[config.mk]
export PLATFORM = sky130hd
export DESIGN_NAME = parking_slot_selector_flat
export DESIGN_NICKNAME = d
export VERILOG_FILES = /design/src/rtl/parking_slot_selector_if.sv /design/src/rtl/parking_slot_selector.sv /design/src/flat_wrapper.sv
export SDC_FILE = /design/constraint.sdc
export NUM_CORES = 1
export LEC_CHECK = 0
export BUFFER_PORTS_ARGS = -buffer_cell sky130_fd_sc_hd__buf_2
export CAP_MARGIN = 20
export CELL_PAD_IN_SITES_DETAIL_PLACEMENT = 1
export CELL_PAD_IN_SITES_GLOBAL_PLACEMENT = 1
export CORE_MARGIN = 10
export CORE_UTILIZATION = 46
export DETAILED_ROUTE_END_ITERATION = 10
export GPL_TIMING_DRIVEN = 0
export PLACE_DENSITY = 0.95
export RECOVER_POWER = 50
export SYNTH_ARGS = -nofsm -noshare
export SYNTH_HDL_FRONTEND = slang
export SYNTH_SLANG_ARGS = --single-unit
[constraint.sdc]
create_clock -name clk -period 8.65 [get_ports clk]
set_input_delay 0.865 -clock clk [delete_from_list [all_inputs] [get_ports clk]]
set_output_delay 0.865 -clock clk [all_outputs]
set_load 0.05 [all_outputs]
[src/rtl/parking_slot_selector_if.sv]
// rtl/parking_slot_selector_if.sv - user-input and selection bus of the parking slot selector
//
// Purpose: groups the button/keypad/occupancy inputs and the registered
//          selection outputs of parking_slot_selector into one bundle.
// Signals:
//   bt_out        debounced buttons (bit1 left, bit0 right, bit3 mid/confirm)
//   view          current UI view code
//   key_out       one-hot keypad level, bit i requests slot i+1
//   occupied      bit i high = slot i+1 taken
//   confirm_ack   consumer accepts the held selection
//   slot          selected slot 1..N_SLOTS, 0 when all slots are full
//   confirm_valid selection offered to the consumer
//   all_full      every slot is taken
//   fsm_state     0 BROWSE, 1 HOLD, 2 FULL
// Modports: master drives the inputs and observes the outputs,
//           slave is the selector itself.
interface parking_slot_selector_if #(
   parameter int N_SLOTS = 8
);
   logic [4:0]         bt_out;
   logic [2:0]         view;
   logic [15:0]        key_out;
   logic [N_SLOTS-1:0] occupied;
   logic               confirm_ack;
   logic [3:0]         slot;
   logic               confirm_valid;
   logic               all_full;
   logic [1:0]         fsm_state;

   modport master (
      output bt_out, view, key_out, occupied, confirm_ack,
      input  slot, confirm_valid, all_full, fsm_state
   );

   modport slave (
      input  bt_out, view, key_out, occupied, confirm_ack,
      output slot, confirm_valid, all_full, fsm_state
   );
endinterface

[src/rtl/parking_slot_selector.sv]
// rtl/parking_slot_selector.sv - parking slot browse/confirm selector
//
// Purpose: lets the user step through free parking slots with left/right
//          buttons or pick one directly from the keypad, then offers the
//          chosen slot to a consumer with a valid/ack handshake. Follows the
//          occupancy map on its own: an occupied selection moves to the next
//          free slot, and a completely full car park parks the selector in
//          FULL until a slot frees.
// Ports:
//   clk     system clock, rising edge
//   rst     synchronous active-high reset
//   sel_if  parking_slot_selector_if.slave (buttons, view, keypad,
//           occupancy, confirm_ack in; slot, confirm_valid, all_full,
//           fsm_state out, all registered)
module parking_slot_selector #(
   parameter int         N_SLOTS  = 8,
   parameter logic [2:0] VIEW_SEL = 3'd0
) (
   input  logic                   clk,
   input  logic                   rst,
   parking_slot_selector_if.slave sel_if
);

   typedef enum logic [1:0] {
      ST_BROWSE = 2'd0,
      ST_HOLD   = 2'd1,
      ST_FULL   = 2'd2
   } state_t;

   state_t             state_q, state_d;
   logic [3:0]         slot_q, slot_d;
   logic               cv_q, cv_d;
   logic               full_q, full_d;
   logic               lockout_q;
   logic [N_SLOTS-1:0] key_prev_q;

   logic [N_SLOTS-1:0] occ;
   logic [N_SLOTS-1:0] keys;
   logic               view_ok;
   logic               btn_any;
   logic               press;
   logic               key_rise;
   logic               ev_mid, ev_key, ev_right, ev_left;
   logic               all_occ;

   logic [3:0]         up_slot, dn_slot, low_slot, key_slot;
   logic               up_found, dn_found, low_found, key_found;
   logic               key_free;
   int                 cur, idx_up, idx_dn;

   logic               unused_bits;

   assign occ      = sel_if.occupied;
   assign keys     = sel_if.key_out[N_SLOTS-1:0];
   assign view_ok  = (sel_if.view == VIEW_SEL);
   assign btn_any  = sel_if.bt_out[3] | sel_if.bt_out[1] | sel_if.bt_out[0];
   assign all_occ  = &occ;

   // A press counts only on the first cycle any button is high, so holding a
   // button never repeats the action.
   assign press    = view_ok && !lockout_q && btn_any;
   assign key_rise = view_ok && (key_prev_q == '0) && (keys != '0);

   // Only the highest-priority recognised event acts: mid > keypad > right > left.
   assign ev_mid   = press && sel_if.bt_out[3];
   assign ev_key   = !ev_mid && key_rise;
   assign ev_right = !ev_mid && !ev_key && press && sel_if.bt_out[0];
   assign ev_left  = !ev_mid && !ev_key && !ev_right && press && sel_if.bt_out[1];

   assign unused_bits = ^{sel_if.bt_out[4], sel_if.bt_out[2], sel_if.key_out[15:N_SLOTS]};

   // Single-cycle wrap search over the other N_SLOTS-1 slots in both
   // directions, plus lowest free slot and lowest requested key.
   always_comb begin
      up_slot   = slot_q;
      dn_slot   = slot_q;
      low_slot  = 4'd1;
      key_slot  = 4'd1;
      up_found  = 1'b0;
      dn_found  = 1'b0;
      low_found = 1'b0;
      key_found = 1'b0;
      idx_up    = 0;
      idx_dn    = 0;
      cur       = (slot_q == 4'd0) ? 0 : int'(slot_q) - 1;
      for (int k = 1; k < N_SLOTS; k++) begin
         idx_up = (cur + k) % N_SLOTS;
         idx_dn = (cur - k + N_SLOTS) % N_SLOTS;
         if (!up_found && !occ[idx_up]) begin
            up_found = 1'b1;
            up_slot  = 4'(idx_up + 1);
         end
         if (!dn_found && !occ[idx_dn]) begin
            dn_found = 1'b1;
            dn_slot  = 4'(idx_dn + 1);
         end
      end
      for (int i = 0; i < N_SLOTS; i++) begin
         if (!low_found && !occ[i]) begin
            low_found = 1'b1;
            low_slot  = 4'(i + 1);
         end
         if (!key_found && keys[i]) begin
            key_found = 1'b1;
            key_slot  = 4'(i + 1);
         end
      end
   end

   assign key_free = key_found && !occ[key_slot - 4'd1];

   always_comb begin
      state_d = state_q;
      slot_d  = slot_q;
      cv_d    = cv_q;
      full_d  = full_q;
      case (state_q)
         ST_BROWSE: begin
            if (all_occ) begin
               state_d = ST_FULL;
               slot_d  = 4'd0;
               full_d  = 1'b1;
            end else if (occ[slot_q - 4'd1]) begin
               // Selection was taken under us: relocate upward, user events
               // in the same cycle are dropped.
               slot_d = up_slot;
            end else if (ev_mid) begin
               state_d = ST_HOLD;
               cv_d    = 1'b1;
            end else if (ev_key) begin
               if (key_free) begin
                  slot_d = key_slot;
               end
            end else if (ev_right) begin
               slot_d = up_slot;
            end else if (ev_left) begin
               slot_d = dn_slot;
            end
         end
         ST_HOLD: begin
            if (sel_if.confirm_ack) begin
               state_d = ST_BROWSE;
               cv_d    = 1'b0;
            end
         end
         ST_FULL: begin
            if (!all_occ) begin
               state_d = ST_BROWSE;
               slot_d  = low_slot;
               full_d  = 1'b0;
            end
         end
         default: begin
            state_d = ST_BROWSE;
            slot_d  = 4'd1;
            cv_d    = 1'b0;
            full_d  = 1'b0;
         end
      endcase
   end

   always_ff @(posedge clk) begin
      if (rst) begin
         state_q    <= ST_BROWSE;
         slot_q     <= 4'd1;
         cv_q       <= 1'b0;
         full_q     <= 1'b0;
         // Buttons or keys held through reset must not count as new events.
         lockout_q  <= 1'b1;
         key_prev_q <= '1;
      end else begin
         state_q    <= state_d;
         slot_q     <= slot_d;
         cv_q       <= cv_d;
         full_q     <= full_d;
         lockout_q  <= btn_any;
         key_prev_q <= keys;
      end
   end

   assign sel_if.slot          = slot_q;
   assign sel_if.confirm_valid = cv_q;
   assign sel_if.all_full      = full_q;
   assign sel_if.fsm_state     = state_q;

endmodule

[src/flat_wrapper.sv]
// flat-port wrapper written by rule: the top's interface ports become plain ports
module parking_slot_selector_flat 
#(
   parameter int         N_SLOTS  = 8,
   parameter logic [2:0] VIEW_SEL = 3'd0
)
  (clk, rst, sel_if_bt_out, sel_if_view, sel_if_key_out, sel_if_occupied, sel_if_confirm_ack, sel_if_slot, sel_if_confirm_valid, sel_if_all_full, sel_if_fsm_state);
  parking_slot_selector_if #(.N_SLOTS(N_SLOTS)) sel_if_i ();
  input  logic clk;
  input  logic rst;
  input wire logic [$bits(sel_if_i.bt_out)-1:0] sel_if_bt_out;
  input wire logic [$bits(sel_if_i.view)-1:0] sel_if_view;
  input wire logic [$bits(sel_if_i.key_out)-1:0] sel_if_key_out;
  input wire logic [$bits(sel_if_i.occupied)-1:0] sel_if_occupied;
  input wire logic [$bits(sel_if_i.confirm_ack)-1:0] sel_if_confirm_ack;
  output wire logic [$bits(sel_if_i.slot)-1:0] sel_if_slot;
  output wire logic [$bits(sel_if_i.confirm_valid)-1:0] sel_if_confirm_valid;
  output wire logic [$bits(sel_if_i.all_full)-1:0] sel_if_all_full;
  output wire logic [$bits(sel_if_i.fsm_state)-1:0] sel_if_fsm_state;
  assign sel_if_i.bt_out = sel_if_bt_out;
  assign sel_if_i.view = sel_if_view;
  assign sel_if_i.key_out = sel_if_key_out;
  assign sel_if_i.occupied = sel_if_occupied;
  assign sel_if_i.confirm_ack = sel_if_confirm_ack;
  assign sel_if_slot = sel_if_i.slot;
  assign sel_if_confirm_valid = sel_if_i.confirm_valid;
  assign sel_if_all_full = sel_if_i.all_full;
  assign sel_if_fsm_state = sel_if_i.fsm_state;
  parking_slot_selector #(.N_SLOTS(N_SLOTS), .VIEW_SEL(VIEW_SEL)) u_core (.clk(clk), .rst(rst), .sel_if(sel_if_i));
endmodule
==> results.sh <==
export IMPL_drive_above_1_share=0.1696
export IMPL_wl_per_cell_um=22.61
export IMPL_grt_pass1_wl_um=17370
export IMPL_worst_slack_ps=3260
export IMPL_drt_iter0_drc=237
export IMPL_layout_commonest_cell="nor2_1"
export IMPL_track_usage=0.2180
export IMPL_gp_congestion=1.007
export IMPL_hold_viol=0
export IMPL_synth_cells=367
export IMPL_coreArea_sq_um=5851
export IMPL_dp_slack_ps=3422
export IMPL_clock_latency_ps=260
export IMPL_nets=447
export IMPL_rr_endpoint="u_core.sel_if.slot[1]$_SDFFE_PP0P_"
export IMPL_synth_area_per_cell_sq_um=7.453
export IMPL_final_max_slew_viol_count=0
export IMPL_grt_pass1_vias=3359
export IMPL_critPathKind="reg -> reg"
export IMPL_maxCapViolCount=0
export IMPL_power_density_nw_per_um2=433.3
export IMPL_fp_dieH_um=97.11
export IMPL_route_detailed_drc=0
export IMPL_totalPowerFinal_w=0.001308
export IMPL_cts_resized=0
export IMPL_syn_nets=412
export IMPL_yosys_top_cells_area="dfxtp_1 12%, mux4_2 5.8%, ha_1 4.6%"
export IMPL_dr_pass1_iters=5
export IMPL_port_buffers=30
export IMPL_chipWidth_um=97.11
export IMPL_cts_tree="done"
export IMPL_routed_wl_um=10760
export IMPL_hold_class="reg -> reg"
export IMPL_path_max_fanout=10
export IMPL_yosysWarnings=0
export IMPL_power_switching_w=0.0007701
export IMPL_fin_worst_skew_ps=0.4968
export IMPL_viasPerCell=7.008
export IMPL_dieArea_sq_um=9430
export IMPL_initial_core_util=0.4675
export IMPL_clock_sinks=17
export IMPL_slew_headroom=0.4893
export IMPL_worstHoldStart="u_core.sel_if.confirm_valid$_SDFFE_PP0P_"
export IMPL_hold_end="u_core.sel_if.confirm_valid$_SDFFE_PP0P_"
export IMPL_required_ps=8800
export IMPL_clk_path_buf_depth=2
export IMPL_cts_made_buffers=3
export IMPL_min_period_over_period=0.6231
export IMPL_synth_top_cell_area_share=0.1244
export IMPL_ir_drop_mv=0.2414
export IMPL_finalSetupViolations=0
export IMPL_ios=43
export IMPL_worstSetupEndpointType="register"
export IMPL_mostFrequentLayoutCells="30 x nor2_1, 28 x nand2_1, 26 x buf_2"
export IMPL_rrSetupSlack_ps=3260
export IMPL_r2r_start="u_core.sel_if.slot[0]$_SDFFE_PP1P_"
export IMPL_areaGrowthSynthToFinish_pct=10.38
export IMPL_synth_area_sq_um=2735
export IMPL_status="finished clean"
export IMPL_cp_arrival_ps=5540
export IMPL_hold_depth=2
export IMPL_cts_hold_buf=0
export IMPL_synth_edf_count=0
export IMPL_grt_overflow=0
export IMPL_num_vias=3336
export IMPL_reg2regPathDepth=23
export IMPL_cts_root_buf="clkbuf_8"
export IMPL_ys_types=73
export IMPL_clkTransAtPathRegs_ps=70
export IMPL_seqPwrFrac=0.074
export IMPL_max_slew_worst_pin_slew_ps=763.2
export IMPL_synth_seq_cells=17
export IMPL_synthArstFlopShare=0
export IMPL_cp_start_kind="register"
export IMPL_cellLeakagePower_nw=1.150
export IMPL_internal_power_w=0.0005380
export IMPL_swShare=0.5887
export IMPL_dpl_hpwl_um=8463
export IMPL_yosys_area_top_type="dfxtp_1"
export IMPL_post_cts_buffers=0
export IMPL_grt_max_degree=11
export IMPL_antenna_cells=0
export IMPL_p_clk_frac=0.047
export IMPL_combPwrFrac=0.878
export IMPL_ys_seq_area_frac=0.1244
export IMPL_setup_tns_ps=0
export IMPL_synthFlopType="dfxtp_1"
export IMPL_fin_crit_ps=5390
export IMPL_antenna_found_initial=0
export IMPL_rows=28
export IMPL_cts_max_level=1
export IMPL_drtAntennaViolNets=0
export IMPL_rsz0062_at_grt="false"
export IMPL_holdWs_ps=538.2
export IMPL_fmax_mhz=185.5
-- stage by stage --
step	cells	util	instance area (sq um)
after floorplan	367	-	2735
final	476	0.5160	3019
after global placement	472	0.5092	2979
after global routing	476	0.5160	3019
after CTS	476	0.5171	3025
after detailed placement	472	0.5092	2979
-- how the worst max path moves through the flow --
stage,from,to,slack [ps],cells past startpoint
floorplan,u_core.sel_if.slot[0]$_SDFFE_PP1P_,u_core.sel_if.slot[1]$_SDFFE_PP0P_,3970,23
global placement,u_core.sel_if.slot[0]$_SDFFE_PP1P_,u_core.sel_if.slot[1]$_SDFFE_PP0P_,3370,23
detailed placement,u_core.sel_if.slot[0]$_SDFFE_PP1P_,u_core.sel_if.slot[1]$_SDFFE_PP0P_,3420,23
CTS,u_core.sel_if.slot[0]$_SDFFE_PP1P_,u_core.sel_if.slot[1]$_SDFFE_PP0P_,3390,23
global route,u_core.sel_if.slot[0]$_SDFFE_PP1P_,u_core.sel_if.slot[1]$_SDFFE_PP0P_,2890,23
finish,u_core.sel_if.slot[0]$_SDFFE_PP1P_,u_core.sel_if.slot[1]$_SDFFE_PP0P_,3260,23
-- synth_stat cells, drive strengths merged, types with 9 or more instances --
library cell,count
buf,9
nor4,9
clkbuf,12
dfxtp,17
and3,9
o21ai,20
inv,16
nor3,20
or2,9
nand3,20
nand2,29
ha,10
nand2b,10
a21oi,17
nor2,32
-- power by group through the flow --
stage	Combinational [W]	Sequential [W]	Clock, W
after floorplan	0.000817	0.000111	0
after global placement	0.00109	0.0000978	0
after detailed placement	0.00111	0.0000983	0
after CTS	0.00111	0.0000968	0.0000612
after global routing	0.00124	0.0000979	0.0000651
final	0.00115	0.0000970	0.0000620
-- per-layer routing --
layer,share of wire,up-vias,global-route usage,wire length (um)
li1,-,1505,-,-
met1,0.41,1613,0.2626,4436
met2,0.47,180,0.3652,5076
met3,0.075,38,0.03627,807
met4,0.041,0,0.1056,440
met5,0,-,0,0
-- sequential cells by signal, indices dropped and copies added, names as in the netlist --
signal and cells:
u_core.key_prev_q 8, u_core.sel_if.fsm_state 2, u_core.sel_if.all_full 1, u_core.lockout_q 1, u_core.sel_if.slot 4, u_core.sel_if.confirm_valid 1
-- cell type report --
cell class | instances | area (sq um)
Fill cell | 773 | 2831
Multi-Input combinational cell | 313 | 2215
Sequential cell | 17 | 340.3
Timing Repair Buffer | 30 | 143.9
Buffer | 21 | 117.6
Tap cell | 75 | 93.84
Inverter | 16 | 62.56
Clock buffer | 3 | 41.29
Clock inverter | 1 | 5.005
-- worst max-delay path, cell delays in order, from the launching register on --
cell,delay [ps]
dfxtp_1,450
buf_4,220
inv_1,160
ha_1,280
buf_4,180
nor3b_4,190
nor2_4,300
inv_2,190
ha_1,310
clkbuf_1,420
inv_1,260
o2111ai_1,140
a211o_1,240
and3_1,170
buf_4,170
nand2_1,120
or3_1,380
and2_1,170
ha_1,280
inv_1,80
a32oi_1,60
o21ai_0,190
a21oi_1,100
a22o_1,200
-- logic make-up after synthesis --
kind of cell / count (synthesis) / synth area share
AND/OR/NAND/NOR: 172 / 0.3568
multiplexers: 14 / 0.08463
buffers and inverters: 37 / 0.06587
flip-flops: 17 / 0.1244
adder cells (fa/ha/maj): 10 / 0.04575
XOR/XNOR: 4 / 0.01281
AO/OA/AOI/OAI: 113 / 0.3097
(Power assumes the default switching activity.)
